File: src/rtl/ufm_access_arbiter_if.sv
// Requester and page-engine signals of the UFM access arbiter.
// master: requesters plus page engine side; slave: the arbiter itself.
interface ufm_access_arbiter_if;
  logic       bReqA;
  logic       bOpA;
  logic       bReqB;
  logic       bOpB;
  logic       bGntA;
  logic       bGntB;
  logic       bDoneA;
  logic       bDoneB;
  logic       bErr;
  logic       bBusy;
  logic       UFM_Er_Cmd;
  logic       UFM_Wr_Cmd;
  logic       UFM_Rd_Cmd;
  logic [7:0] UFM_Page_StAdrs;
  logic [7:0] UFM_Page_Num;
  logic       Erase_End_Strb;
  logic       Page_WrEnd_Strb;
  logic       Page_RdEnd_Strb;

  modport master (
    output bReqA, bOpA, bReqB, bOpB,
    output Erase_End_Strb, Page_WrEnd_Strb, Page_RdEnd_Strb,
    input  bGntA, bGntB, bDoneA, bDoneB, bErr, bBusy,
    input  UFM_Er_Cmd, UFM_Wr_Cmd, UFM_Rd_Cmd, UFM_Page_StAdrs, UFM_Page_Num
  );

  modport slave (
    input  bReqA, bOpA, bReqB, bOpB,
    input  Erase_End_Strb, Page_WrEnd_Strb, Page_RdEnd_Strb,
    output bGntA, bGntB, bDoneA, bDoneB, bErr, bBusy,
    output UFM_Er_Cmd, UFM_Wr_Cmd, UFM_Rd_Cmd, UFM_Page_StAdrs, UFM_Page_Num
  );
endinterface

File: src/rtl/ufm_access_arbiter.sv
// Round-robin arbiter sharing the UFM page engine between requesters A and B.
// Write = erase + PAGE_NUM page writes, read = one multi-page read; every engine
// wait is bounded by TIMEOUT. State changes on the falling clock edge, like the engine.
module ufm_access_arbiter #(
  parameter logic [7:0]  PAGE_NUM = 8'h01,
  parameter logic [15:0] TIMEOUT  = 16'hFFFF
) (
  input logic                 CLK_i,
  input logic                 nRst,
  ufm_access_arbiter_if.slave bus
);

  typedef enum logic [2:0] {StIdle, StErase, StWrite, StWgap, StRead, StDone} state_e;

  state_e      state_q, state_d;
  logic        last_q, last_d;          // last winner / rr pointer: 0 = A, 1 = B
  logic        rearm_a_q, rearm_a_d;
  logic        rearm_b_q, rearm_b_d;
  logic [7:0]  adrs_q, adrs_d;
  logic [7:0]  page_num_q, page_num_d;
  logic [7:0]  remain_q, remain_d;
  logic [15:0] tmo_q, tmo_d;
  logic        err_q, err_d;

  logic        busy, done_a, done_b, elig_a, elig_b;
  logic        grant, grant_op;
  logic [16:0] tmo_inc;
  logic        tmo_hit;

  assign busy    = (state_q != StIdle);
  assign done_a  = (state_q == StDone) && !last_q;
  assign done_b  = (state_q == StDone) && last_q;
  assign elig_a  = bus.bReqA && rearm_a_q;
  assign elig_b  = bus.bReqB && rearm_b_q;
  assign tmo_inc = {1'b0, tmo_q} + 17'd1;
  assign tmo_hit = (tmo_inc >= {1'b0, TIMEOUT});

  // State and datapath registers, falling-edge clocked with async reset.
  always_ff @(negedge CLK_i or negedge nRst) begin
    if (!nRst) begin
      state_q    <= StIdle;
      last_q     <= 1'b1;
      rearm_a_q  <= 1'b1;
      rearm_b_q  <= 1'b1;
      adrs_q     <= 8'h00;
      page_num_q <= 8'h00;
      remain_q   <= 8'h00;
      tmo_q      <= 16'h0000;
      err_q      <= 1'b0;
    end else begin
      state_q    <= state_d;
      last_q     <= last_d;
      rearm_a_q  <= rearm_a_d;
      rearm_b_q  <= rearm_b_d;
      adrs_q     <= adrs_d;
      page_num_q <= page_num_d;
      remain_q   <= remain_d;
      tmo_q      <= tmo_d;
      err_q      <= err_d;
    end
  end

  // Next-state: arbitration, command sequencing and timeout supervision.
  always_comb begin
    state_d    = state_q;
    last_d     = last_q;
    adrs_d     = adrs_q;
    page_num_d = page_num_q;
    remain_d   = remain_q;
    tmo_d      = tmo_q;
    err_d      = err_q;
    grant      = 1'b0;
    grant_op   = 1'b0;
    // A served requester is re-armed only after its request was seen low.
    rearm_a_d  = !bus.bReqA ? 1'b1 : (done_a ? 1'b0 : rearm_a_q);
    rearm_b_d  = !bus.bReqB ? 1'b1 : (done_b ? 1'b0 : rearm_b_q);

    case (state_q)
      StIdle: begin
        if (elig_a && (!elig_b || last_q)) begin
          grant    = 1'b1;
          grant_op = bus.bOpA;
          last_d   = 1'b0;
        end else if (elig_b) begin
          grant    = 1'b1;
          grant_op = bus.bOpB;
          last_d   = 1'b1;
        end
        if (grant) begin
          tmo_d = 16'h0000;
          if (grant_op) begin
            state_d = StErase;
          end else begin
            state_d    = StRead;
            adrs_d     = 8'h00;
            page_num_d = PAGE_NUM;
          end
        end
      end
      StErase: begin
        if (bus.Erase_End_Strb) begin
          state_d    = StWrite;
          adrs_d     = 8'h00;
          remain_d   = PAGE_NUM;
          page_num_d = PAGE_NUM;
          tmo_d      = 16'h0000;
        end else if (tmo_hit) begin
          state_d = StDone;
          err_d   = 1'b1;
        end else begin
          tmo_d = tmo_inc[15:0];
        end
      end
      StWrite: begin
        if (bus.Page_WrEnd_Strb) begin
          tmo_d = 16'h0000;
          if (remain_q > 8'd1) begin
            state_d  = StWgap;
            adrs_d   = adrs_q + 8'd1;
            remain_d = remain_q - 8'd1;
          end else begin
            state_d = StDone;
          end
        end else if (tmo_hit) begin
          state_d = StDone;
          err_d   = 1'b1;
        end else begin
          tmo_d = tmo_inc[15:0];
        end
      end
      // One low cycle on Wr_Cmd between pages.
      StWgap: begin
        state_d = StWrite;
        tmo_d   = 16'h0000;
      end
      StRead: begin
        if (bus.Page_RdEnd_Strb) begin
          state_d = StDone;
          tmo_d   = 16'h0000;
        end else if (tmo_hit) begin
          state_d = StDone;
          err_d   = 1'b1;
        end else begin
          tmo_d = tmo_inc[15:0];
        end
      end
      StDone: begin
        state_d = StIdle;
        err_d   = 1'b0;
      end
      default: state_d = StIdle;
    endcase
  end

  // Outputs decoded from registered state only.
  always_comb begin
    bus.bBusy           = busy;
    bus.bGntA           = busy && !last_q;
    bus.bGntB           = busy && last_q;
    bus.bDoneA          = done_a;
    bus.bDoneB          = done_b;
    bus.bErr            = err_q;
    bus.UFM_Er_Cmd      = (state_q == StErase);
    bus.UFM_Wr_Cmd      = (state_q == StWrite);
    bus.UFM_Rd_Cmd      = (state_q == StRead);
    bus.UFM_Page_StAdrs = adrs_q;
    bus.UFM_Page_Num    = page_num_q;
  end

endmodule

File: src/flat_wrapper.sv
// flat-port wrapper written by rule: the top's interface ports become plain ports
module ufm_access_arbiter_flat 
#(
  parameter logic [7:0]  PAGE_NUM = 8'h01,
  parameter logic [15:0] TIMEOUT  = 16'hFFFF
)
  (CLK_i, nRst, bus_bReqA, bus_bOpA, bus_bReqB, bus_bOpB, bus_Erase_End_Strb, bus_Page_WrEnd_Strb, bus_Page_RdEnd_Strb, bus_bGntA, bus_bGntB, bus_bDoneA, bus_bDoneB, bus_bErr, bus_bBusy, bus_UFM_Er_Cmd, bus_UFM_Wr_Cmd, bus_UFM_Rd_Cmd, bus_UFM_Page_StAdrs, bus_UFM_Page_Num);
  ufm_access_arbiter_if bus_i ();
  input logic CLK_i;
  input logic nRst;
  input wire logic [$bits(bus_i.bReqA)-1:0] bus_bReqA;
  input wire logic [$bits(bus_i.bOpA)-1:0] bus_bOpA;
  input wire logic [$bits(bus_i.bReqB)-1:0] bus_bReqB;
  input wire logic [$bits(bus_i.bOpB)-1:0] bus_bOpB;
  input wire logic [$bits(bus_i.Erase_End_Strb)-1:0] bus_Erase_End_Strb;
  input wire logic [$bits(bus_i.Page_WrEnd_Strb)-1:0] bus_Page_WrEnd_Strb;
  input wire logic [$bits(bus_i.Page_RdEnd_Strb)-1:0] bus_Page_RdEnd_Strb;
  output wire logic [$bits(bus_i.bGntA)-1:0] bus_bGntA;
  output wire logic [$bits(bus_i.bGntB)-1:0] bus_bGntB;
  output wire logic [$bits(bus_i.bDoneA)-1:0] bus_bDoneA;
  output wire logic [$bits(bus_i.bDoneB)-1:0] bus_bDoneB;
  output wire logic [$bits(bus_i.bErr)-1:0] bus_bErr;
  output wire logic [$bits(bus_i.bBusy)-1:0] bus_bBusy;
  output wire logic [$bits(bus_i.UFM_Er_Cmd)-1:0] bus_UFM_Er_Cmd;
  output wire logic [$bits(bus_i.UFM_Wr_Cmd)-1:0] bus_UFM_Wr_Cmd;
  output wire logic [$bits(bus_i.UFM_Rd_Cmd)-1:0] bus_UFM_Rd_Cmd;
  output wire logic [$bits(bus_i.UFM_Page_StAdrs)-1:0] bus_UFM_Page_StAdrs;
  output wire logic [$bits(bus_i.UFM_Page_Num)-1:0] bus_UFM_Page_Num;
  assign bus_i.bReqA = bus_bReqA;
  assign bus_i.bOpA = bus_bOpA;
  assign bus_i.bReqB = bus_bReqB;
  assign bus_i.bOpB = bus_bOpB;
  assign bus_i.Erase_End_Strb = bus_Erase_End_Strb;
  assign bus_i.Page_WrEnd_Strb = bus_Page_WrEnd_Strb;
  assign bus_i.Page_RdEnd_Strb = bus_Page_RdEnd_Strb;
  assign bus_bGntA = bus_i.bGntA;
  assign bus_bGntB = bus_i.bGntB;
  assign bus_bDoneA = bus_i.bDoneA;
  assign bus_bDoneB = bus_i.bDoneB;
  assign bus_bErr = bus_i.bErr;
  assign bus_bBusy = bus_i.bBusy;
  assign bus_UFM_Er_Cmd = bus_i.UFM_Er_Cmd;
  assign bus_UFM_Wr_Cmd = bus_i.UFM_Wr_Cmd;
  assign bus_UFM_Rd_Cmd = bus_i.UFM_Rd_Cmd;
  assign bus_UFM_Page_StAdrs = bus_i.UFM_Page_StAdrs;
  assign bus_UFM_Page_Num = bus_i.UFM_Page_Num;
  ufm_access_arbiter #(.PAGE_NUM(PAGE_NUM), .TIMEOUT(TIMEOUT)) u_core (.CLK_i(CLK_i), .nRst(nRst), .bus(bus_i));
endmodule
File: config.mk
export PLATFORM = sky130hd
export DESIGN_NAME = ufm_access_arbiter_flat
export DESIGN_NICKNAME = d
export VERILOG_FILES = /design/src/rtl/ufm_access_arbiter_if.sv /design/src/rtl/ufm_access_arbiter.sv /design/src/flat_wrapper.sv
export SDC_FILE = /design/constraint.sdc
export NUM_CORES = 1
export LEC_CHECK = 0
export CORE_ASPECT_RATIO = 0.75
export CORE_MARGIN = 5
export CORE_UTILIZATION = 58
export DETAILED_ROUTE_END_ITERATION = 12
export PLACE_DENSITY = 0.83
export SLEW_MARGIN = 20
export SYNTH_ARGS = -nofsm -noshare
export SYNTH_HDL_FRONTEND = slang
export SYNTH_SLANG_ARGS = --single-unit
File: constraint.sdc
create_clock -name CLK_i -period 5.6 [get_ports CLK_i]
set_input_delay 1.4 -clock CLK_i [delete_from_list [all_inputs] [get_ports CLK_i]]
set_output_delay 1.4 -clock CLK_i [all_outputs]
set_load 0.02 [all_outputs]
==> flow_metrics.py, run 1 <==
metrics = {
    "worst_setup_path": {
        "crit_chain": "buf_4 -> inv_1 -> nor3_1 -> buf_2",
        "cp-startpoint": "u_core.state_q[2]$_DFFE_NN0N_",
        "r2r_slack_ns": 2.83,
        "cp-end-kind": "output port",
        "reg2regPathDepth": 7,
        "slowest_delay_ns": 0.54,
        "critical_path.slowest_cell": "dfrtn_1",
        "critical_path.startpoint_type": "register",
        "worstPathArrival_ns": 4.23,
        "reg2reg_to": "u_core.tmo_q[4]$_DFFE_NN0P_",
        "crit_fanout": 4,
        "r2r_start": "u_core.tmo_q[0]$_DFFE_NN0P_",
        "required_ns": 4.20,
        "crit_type": "register to output port",
    },
    "cts": {
        "root_buffer": "clkbuf_8",
        "cts_sinks": 40,
        "insertion_delay_ns": 0.35,
        "clk_path_buf_depth": 2,
        "clk_pin_slew_ns": 0.06,
        "hold_buffers": 0,
        "cts_tree": "built",
        "htree_num_levels": 2,
        "cts_inserted_buffers": 5,
    },
    "global_routing": {
        "antenna_found_initial": 0,
        "grt_pass1_vias": 2428,
        "grt-ovfl-total": 0,
        "grt_max_degree": 28,
        "gr-usage-all-layers_pct": 24.9,
        "grt_pass1_wl_mm": 11.4,
    },
    "routing": {
        "via_count": 2685,
        "wl_per_cell_um": 17.9,
        "route.detailed.drc": 0,
        "wl_mm": 7.68,
        "drt_iter0_markers": 267,
        "ant_nets": 0,
        "post_drt_via_cell_ratio": 6.24,
        "drtPass1Iterations": 5,
    },
    "logic_synthesis": {
        "ys.flop_type": "dfrtn_1",
        "yosysSeqAreaShare_pct": 38.8,
        "synthCells": 298,
        "async_flop_share_pct": 100,
        "avgSynthCellArea_sq_um": 8.69,
        "synth_area_leaders": "dfrtn_1, nand2_1, nor2_1",
        "synth_top_area_share_pct": 35.8,
        "synth_edf_count": 0,
        "synth_area_leader_cell": "dfrtn_1",
        "synthDistinctLibCells": 65,
        "synth_area_sq_um": 2590,
        "ys_warn_count": 0,
        "ys_ff_latch": 40,
    },
    "worst_hold_path": {
        "hold_path.startpoint": "u_core.bus.UFM_Page_Num[0]$_DFFE_NN0P_",
        "hp-class": "register to register",
        "worst_hold_path.endpoint": "u_core.bus.UFM_Page_Num[0]$_DFFE_NN0P_",
        "min_path_cells": 1,
    },
    "floorplanning": {
        "placementRows": 21,
        "dieArea_sq_um": 5910,
        "die_w_um": 87.1,
        "num_io_pins": 34,
        "coreArea_sq_um": 4390,
        "fp.dieH_um": 67.9,
        "start_util_pct": 59.0,
    },
    "timing": {
        "worstMarginPinSlew_ns": 0.812,
        "maxSlewViolCount": 0,
        "hold_viol": 0,
        "postLayoutSetupSlackWorst_ns": -0.0295,
        "slew-limit-headroom_pct": 45.7,
        "finClkSkew_ns": 0.0568,
        "setup_viol": 1,
        "grt_setup_unrepaired": "yes",
    },
    "layout": {
        "final-seq-area_sq_um": 1000,
        "final_area_sq_um": 3450,
        "multi_input_area_sq_um": 1590,
        "post-route-util_pct": 78.7,
        "nFillCells": 273,
        "area_growth_pct": 33.4,
        "antenna_cells": 0,
        "layout_commonest_cell": "buf_4",
        "final_cell_mix": "buf_4, dfrtn_1, nand2_1",
        "layout-drive-gt1-share_pct": 27.1,
        "nets": 386,
    },
    "pwr": {
        "ir_drop_mv": 0.272,
        "p_leak_nw": 1.65,
        "powerDensity_nw_per_um2": 392,
    },
    "job": {
        "cap_violations": 0,
    },
    "placement": {
        "hpwl_mm": 4.92,
        "port_buffers": 26,
        "place_congestion": 0.977,
        "postPlaceCellArea_sq_um": 3150,
    },
    "outcome": {
        "status": "complete, but fails checks",
        "violations": "setup timing",
    },
}
-- power breakdown --
group	internal (W)	switching, W
Combinational	0.000346	0.000388
Clock	0.000114	0.000112
Sequential	0.000336	0.0000573
Total	0.000796	0.000557
-- worst max-delay path: cells and delay by family, from the launching register on --
kind                   cells  cell delay [ns]
DFF                        1             0.54
and+or+nand+nor            1             0.13
buffers and inverters      3             0.45
-- metrics by stage --
| stage | setup slack [ns] | hold WS, ns | setup TNS (ns) | instances | power [W] |
|---|---|---|---|---|---|
| floorplan | 0.159 | 0.440 | 0 | 304 | 0.000735 |
| global placement | -0.348 | 0.412 | -7.24 | 411 | 0.000983 |
| detailed placement | -0.456 | 0.419 | -9.06 | 411 | 0.00100 |
| CTS | -0.0367 | 0.423 | -0.0806 | 427 | 0.00126 |
| global route | -0.0849 | 0.432 | -0.310 | 430 | 0.00143 |
| finish | -0.0295 | 0.420 | -0.0295 | 430 | 0.00135 |
-- what timing repair did --
action	CTS	global route
setup endpoints to repair	19	34
resized for setup	48	34
pin swaps	5	9
endpoints found under the hold margin	0	0
gates cloned	1	0
buffers inserted	5	3
-- metal layers --
metal,track usage [%],up-vias,share of wire (%)
li1,-,1226,-
met1,33.4,1268,40
met2,40.1,153,47
met3,5.54,38,8.6
met4,8.43,0,3.5
met5,0,-,0
-- Yosys cell counts, types with 2 or more instances --
cell type and instances:
inv_1 14, o2111ai_1 2, nor3_1 9, nand4_1 4, o21a_1 2, buf_4 9
o41ai_2 2, a22oi_1 2, a31oi_1 2, and3_1 9, nor4_1 3, nand2_2 3
o211ai_1 5, and2_1 3, clkbuf_1 2, buf_2 3, o31ai_1 3, dfstp_2 3
a221oi_1 2, xor2_1 5, o22ai_1 5, ha_1 5, a21oi_1 12, o311ai_0 2
nand2_1 36, a2bb2oi_1 2, nor2b_1 3, dfrtn_1 37, o311ai_1 3, nand2b_1 6
nor2_1 27, o21ai_0 18, nand3_1 16, xnor2_1 3, and3b_1 2, or3_1 5
-- kinds of logic after synthesis --
kind of cell,Yosys count,share of synthesized area (%)
mux,1,0.387
other cells,1,0.145
flops,40,38.8
buf+inv,29,5.65
simple gates,137,27.4
fa+ha+maj,5,2.42
compound gates,76,21.8
xor+xnor,9,3.34
-- area by class of cell --
cell class | count | share of cell area [%]
clock buffer | 7 | 2.79
clock inverter | 4 | 0.471
inverter | 14 | 1.52
multi-input combinational | 236 | 46.1
sequential | 40 | 29.1
tap | 57 | 2.06
timing repair buffer | 72 | 17.9
-- state kept, by name (all words and copies together), names as in the netlist --
name	flops
u_core.bus.UFM_Page_StAdrs	8
u_core.state_q	3
u_core.bus.bErr	1
u_core.rearm_a_q	1
u_core.rearm_b_q	1
u_core.tmo_q	16
u_core.last_q	1
u_core.remain_q	8
u_core.bus.UFM_Page_Num	1
-- how the worst max path moves through the flow --
| stage | end | slack, ns | cells past startpoint |
|---|---|---|---|
| after global placement | u_core.bus.UFM_Page_StAdrs[7]$_DFFE_NN0P_ | -0.35 | 7 |
| after global routing | bus_bDoneA | -0.08 | 4 |
| after detailed placement | u_core.bus.UFM_Page_StAdrs[5]$_DFFE_NN0P_ | -0.46 | 7 |
| after floorplan | u_core.tmo_q[11]$_DFFE_NN0P_ | 0.16 | 6 |
| after CTS | bus_UFM_Rd_Cmd | -0.04 | 4 |
| final | bus_UFM_Rd_Cmd | -0.03 | 4 |
No activity file was read; power rests on OpenSTA's default activity.
==> inputs of run 2 (changes only) <==
--- a/config.mk
+++ b/config.mk
@@ -5,11 +5,12 @@
 export SDC_FILE = /design/constraint.sdc
 export NUM_CORES = 1
 export LEC_CHECK = 0
+export ABC_AREA = 1
 export CORE_ASPECT_RATIO = 0.75
 export CORE_MARGIN = 5
-export CORE_UTILIZATION = 58
+export CORE_UTILIZATION = 56
 export DETAILED_ROUTE_END_ITERATION = 12
-export PLACE_DENSITY = 0.83
+export PLACE_DENSITY = 0.8
 export SLEW_MARGIN = 20
 export SYNTH_ARGS = -nofsm -noshare
 export SYNTH_HDL_FRONTEND = slang
==> constraint.sdc (replaced) <==
create_clock -name CLK_i -period 5.8 [get_ports CLK_i]
set_input_delay 1.45 -clock CLK_i [delete_from_list [all_inputs] [get_ports CLK_i]]
set_output_delay 1.45 -clock CLK_i [all_outputs]
set_load 0.02 [all_outputs]
==> run 2 against run 1 <==
Against the previous run:
- the flow now finishes without violations
- hold slack better by 0.014 ns
- flip-flop and latch count stayed put
- wire length is 16% lower
- first-iteration DRC count is 12% lower
- final cell count is 15% higher
- critical path type unchanged
- critical endpoint is now bus_bDoneA
- combinational power is 6.1% lower
==> flow_metrics.py, run 2 <==
metrics = {
    "logic_synthesis": {
        "ys_warn_count": 0,
        "ys_ff_latch": 40,
        "ys.flop_type": "dfrtn_1",
        "synthCells": 374,
        "synth_top_area_share_pct": 34.2,
        "synthDistinctLibCells": 35,
        "yosysSeqAreaShare_pct": 37.2,
        "async_flop_share_pct": 100,
        "synth_area_sq_um": 2700,
        "synth_area_leaders": "dfrtn_1, nand2_1, inv_1",
        "synth_commonest_cells": "nand2_1, inv_1, nor2_1",
        "synth_edf_count": 0,
        "avgSynthCellArea_sq_um": 7.23,
        "synth_area_leader_cell": "dfrtn_1",
        "yosysMostFrequentCell": "nand2_1",
    },
    "worst_setup_path": {
        "crit_type": "register to output port",
        "cp-end-kind": "output port",
        "crit_chain": "inv_2 -> nor2_4 -> inv_2 -> nor2_4 -> inv_2 -> nor2_2 -> buf_4",
        "worstPathArrival_ns": 4.31,
        "critical_path.startpoint_type": "register",
        "cp_num_buf_inv": 4,
        "crit_fanout": 3,
        "crit_family": "flip-flops",
        "cp_common_cell": "inv_2",
        "critical_path.slowest_cell": "dfrtn_1",
        "slowest_delay_ns": 0.44,
        "required_ns": 4.35,
    },
    "routing": {
        "drt_iter0_markers": 234,
        "ant_nets": 0,
        "route.detailed.drc": 0,
        "via_count": 2589,
        "wl_mm": 6.47,
        "post_drt_via_cell_ratio": 5.23,
        "drtPass1Iterations": 5,
        "wl_per_cell_um": 13.1,
    },
    "placement": {
        "place_congestion": 0.906,
        "port_buffers": 26,
        "postPlaceCellArea_sq_um": 3220,
        "hpwl_mm": 4.85,
    },
    "global_routing": {
        "antenna_found_initial": 0,
        "gr-usage-all-layers_pct": 21.0,
        "grt-ovfl-total": 0,
        "grt_pass1_vias": 2421,
        "grt_pass1_wl_mm": 11.1,
        "grt_max_degree": 41,
    },
    "cts": {
        "insertion_delay_ns": 0.35,
        "clk_pin_slew_ns": 0.06,
        "cts_inserted_buffers": 5,
        "clk_path_buf_depth": 2,
        "htree_num_levels": 2,
        "cts_sinks": 40,
        "cts_tree": "built",
        "root_buffer": "clkbuf_8",
    },
    "pwr": {
        "cell_internal_pwr_w": 0.000717,
        "comb_power_share_pct": 53.7,
        "p_leak_nw": 1.66,
        "ir_drop_mv": 0.269,
        "p_sw_w": 0.000565,
        "switching_share_pct": 44.1,
        "p_clk_share_pct": 16.1,
        "seq_power_share_pct": 30.2,
        "powerDensity_nw_per_um2": 381,
    },
    "timing": {
        "setup_viol": 0,
        "finClkSkew_ns": 0.0587,
        "slew-limit-headroom_pct": 65.4,
        "hold_viol": 0,
        "grt_setup_unrepaired": "yes",
        "maxSlewViolCount": 0,
        "worstMarginPinSlew_ns": 0.514,
        "whs_ns": 0.434,
    },
    "layout": {
        "largest_register_ffs": 16,
        "antenna_cells": 0,
        "final_cell_mix": "nand2_1, inv_1, dfrtn_1",
        "layout_commonest_cell": "nand2_1",
        "final_area_sq_um": 3360,
        "nets": 451,
        "regMostFlops": "u_core.tmo_q",
        "layout-drive-gt1-share_pct": 25.3,
        "area_growth_pct": 24.4,
    },
    "floorplanning": {
        "placementRows": 21,
        "dieArea_sq_um": 6330,
        "num_io_pins": 34,
        "coreArea_sq_um": 4570,
        "die_w_um": 90.2,
        "start_util_pct": 59.1,
        "fp.dieH_um": 70.2,
    },
    "job": {
        "cap_violations": 0,
    },
    "outcome": {
        "status": "finished, final reports clean",
    },
    "worst_hold_path": {
        "hp-class": "register to register",
    },
}
==> run 2: power by group through the flow <==
stage,combinational (W),clock [W],sequential (W)
finish,0.000689,0.000206,0.000387
global placement,0.000646,0.00000430,0.000383
detailed placement,0.000662,0.00000430,0.000385
CTS,0.000669,0.000211,0.000383
global route,0.000760,0.000226,0.000395
floorplan,0.000373,0.00000430,0.000384
==> run 2: cells by family after synthesis <==
group           synth area share [%]
simple gates                    34.4
xor+xnor                        1.62
other cells                    0.139
fa+ha+maj                       2.31
flops                           37.2
buf+inv                         11.1
compound gates                  13.2
==> run 2: final cells by class <==
class | count | area [sq um]
multi-input combinational | 268 | 1470
fill | 365 | 1210
inverter | 63 | 236
sequential | 40 | 1000
tap | 57 | 71.3
timing repair buffer | 56 | 473
clock buffer | 6 | 82.6
clock inverter | 5 | 25.0
==> run 2: final timing paths <==
kind | slack (ns) | depth (start not counted) | start | to
min reg2reg | 0.43 | 1 | u_core.remain_q[3]$_DFFE_NN0P_ | u_core.remain_q[3]$_DFFE_NN0P_
max | 0.04 | 7 | u_core.state_q[0]$_DFFE_NN0N_ | bus_bDoneA
min in group asynchronous | 4.00 | 2 | nRst | u_core.tmo_q[5]$_DFFE_NN0P_
max in group asynchronous | 1.37 | 2 | nRst | u_core.last_q$_DFFE_NN1P_
min | 0.43 | 1 | u_core.remain_q[3]$_DFFE_NN0P_ | u_core.remain_q[3]$_DFFE_NN0P_
max reg2reg | 3.52 | 14 | u_core.tmo_q[0]$_DFFE_NN0P_ | u_core.tmo_q[1]$_DFFE_NN0P_
==> run 2: layer usage <==
metal	wire length (um)	share of wire, %	up-vias	track usage, %
li1	-	-	1297	-
met1	2950	46	1186	30.6
met2	2940	45	100	32.3
met3	538	8.3	6	4.94
met4	36	0.56	0	3.64
met5	0	0	-	0
==> run 2: stage by stage <==
step | TNS [ns] | cells | worst slack, ns | total power [W] | util (%)
2_1_floorplan | 0 | 380 | 0.260 | 0.000761 | -
3_3_place_gp | -4.15 | 484 | -0.324 | 0.00103 | 70.5
3_5_place_dp | -4.99 | 484 | -0.388 | 0.00105 | 70.5
4_1_cts | 0 | 494 | 0.000561 | 0.00126 | 73.1
5_1_grt | -0.0915 | 495 | -0.0483 | 0.00138 | 73.6
6_report | 0 | 495 | 0.0357 | 0.00128 | 73.6
==> run 2: what timing repair did <==
item                       in CTS  in global routing
pin swaps                       0                  5
setup buffers                   0                  1
setup endpoints to repair      13                 16
resized for setup              30                 24
hold buffers                    0                  0
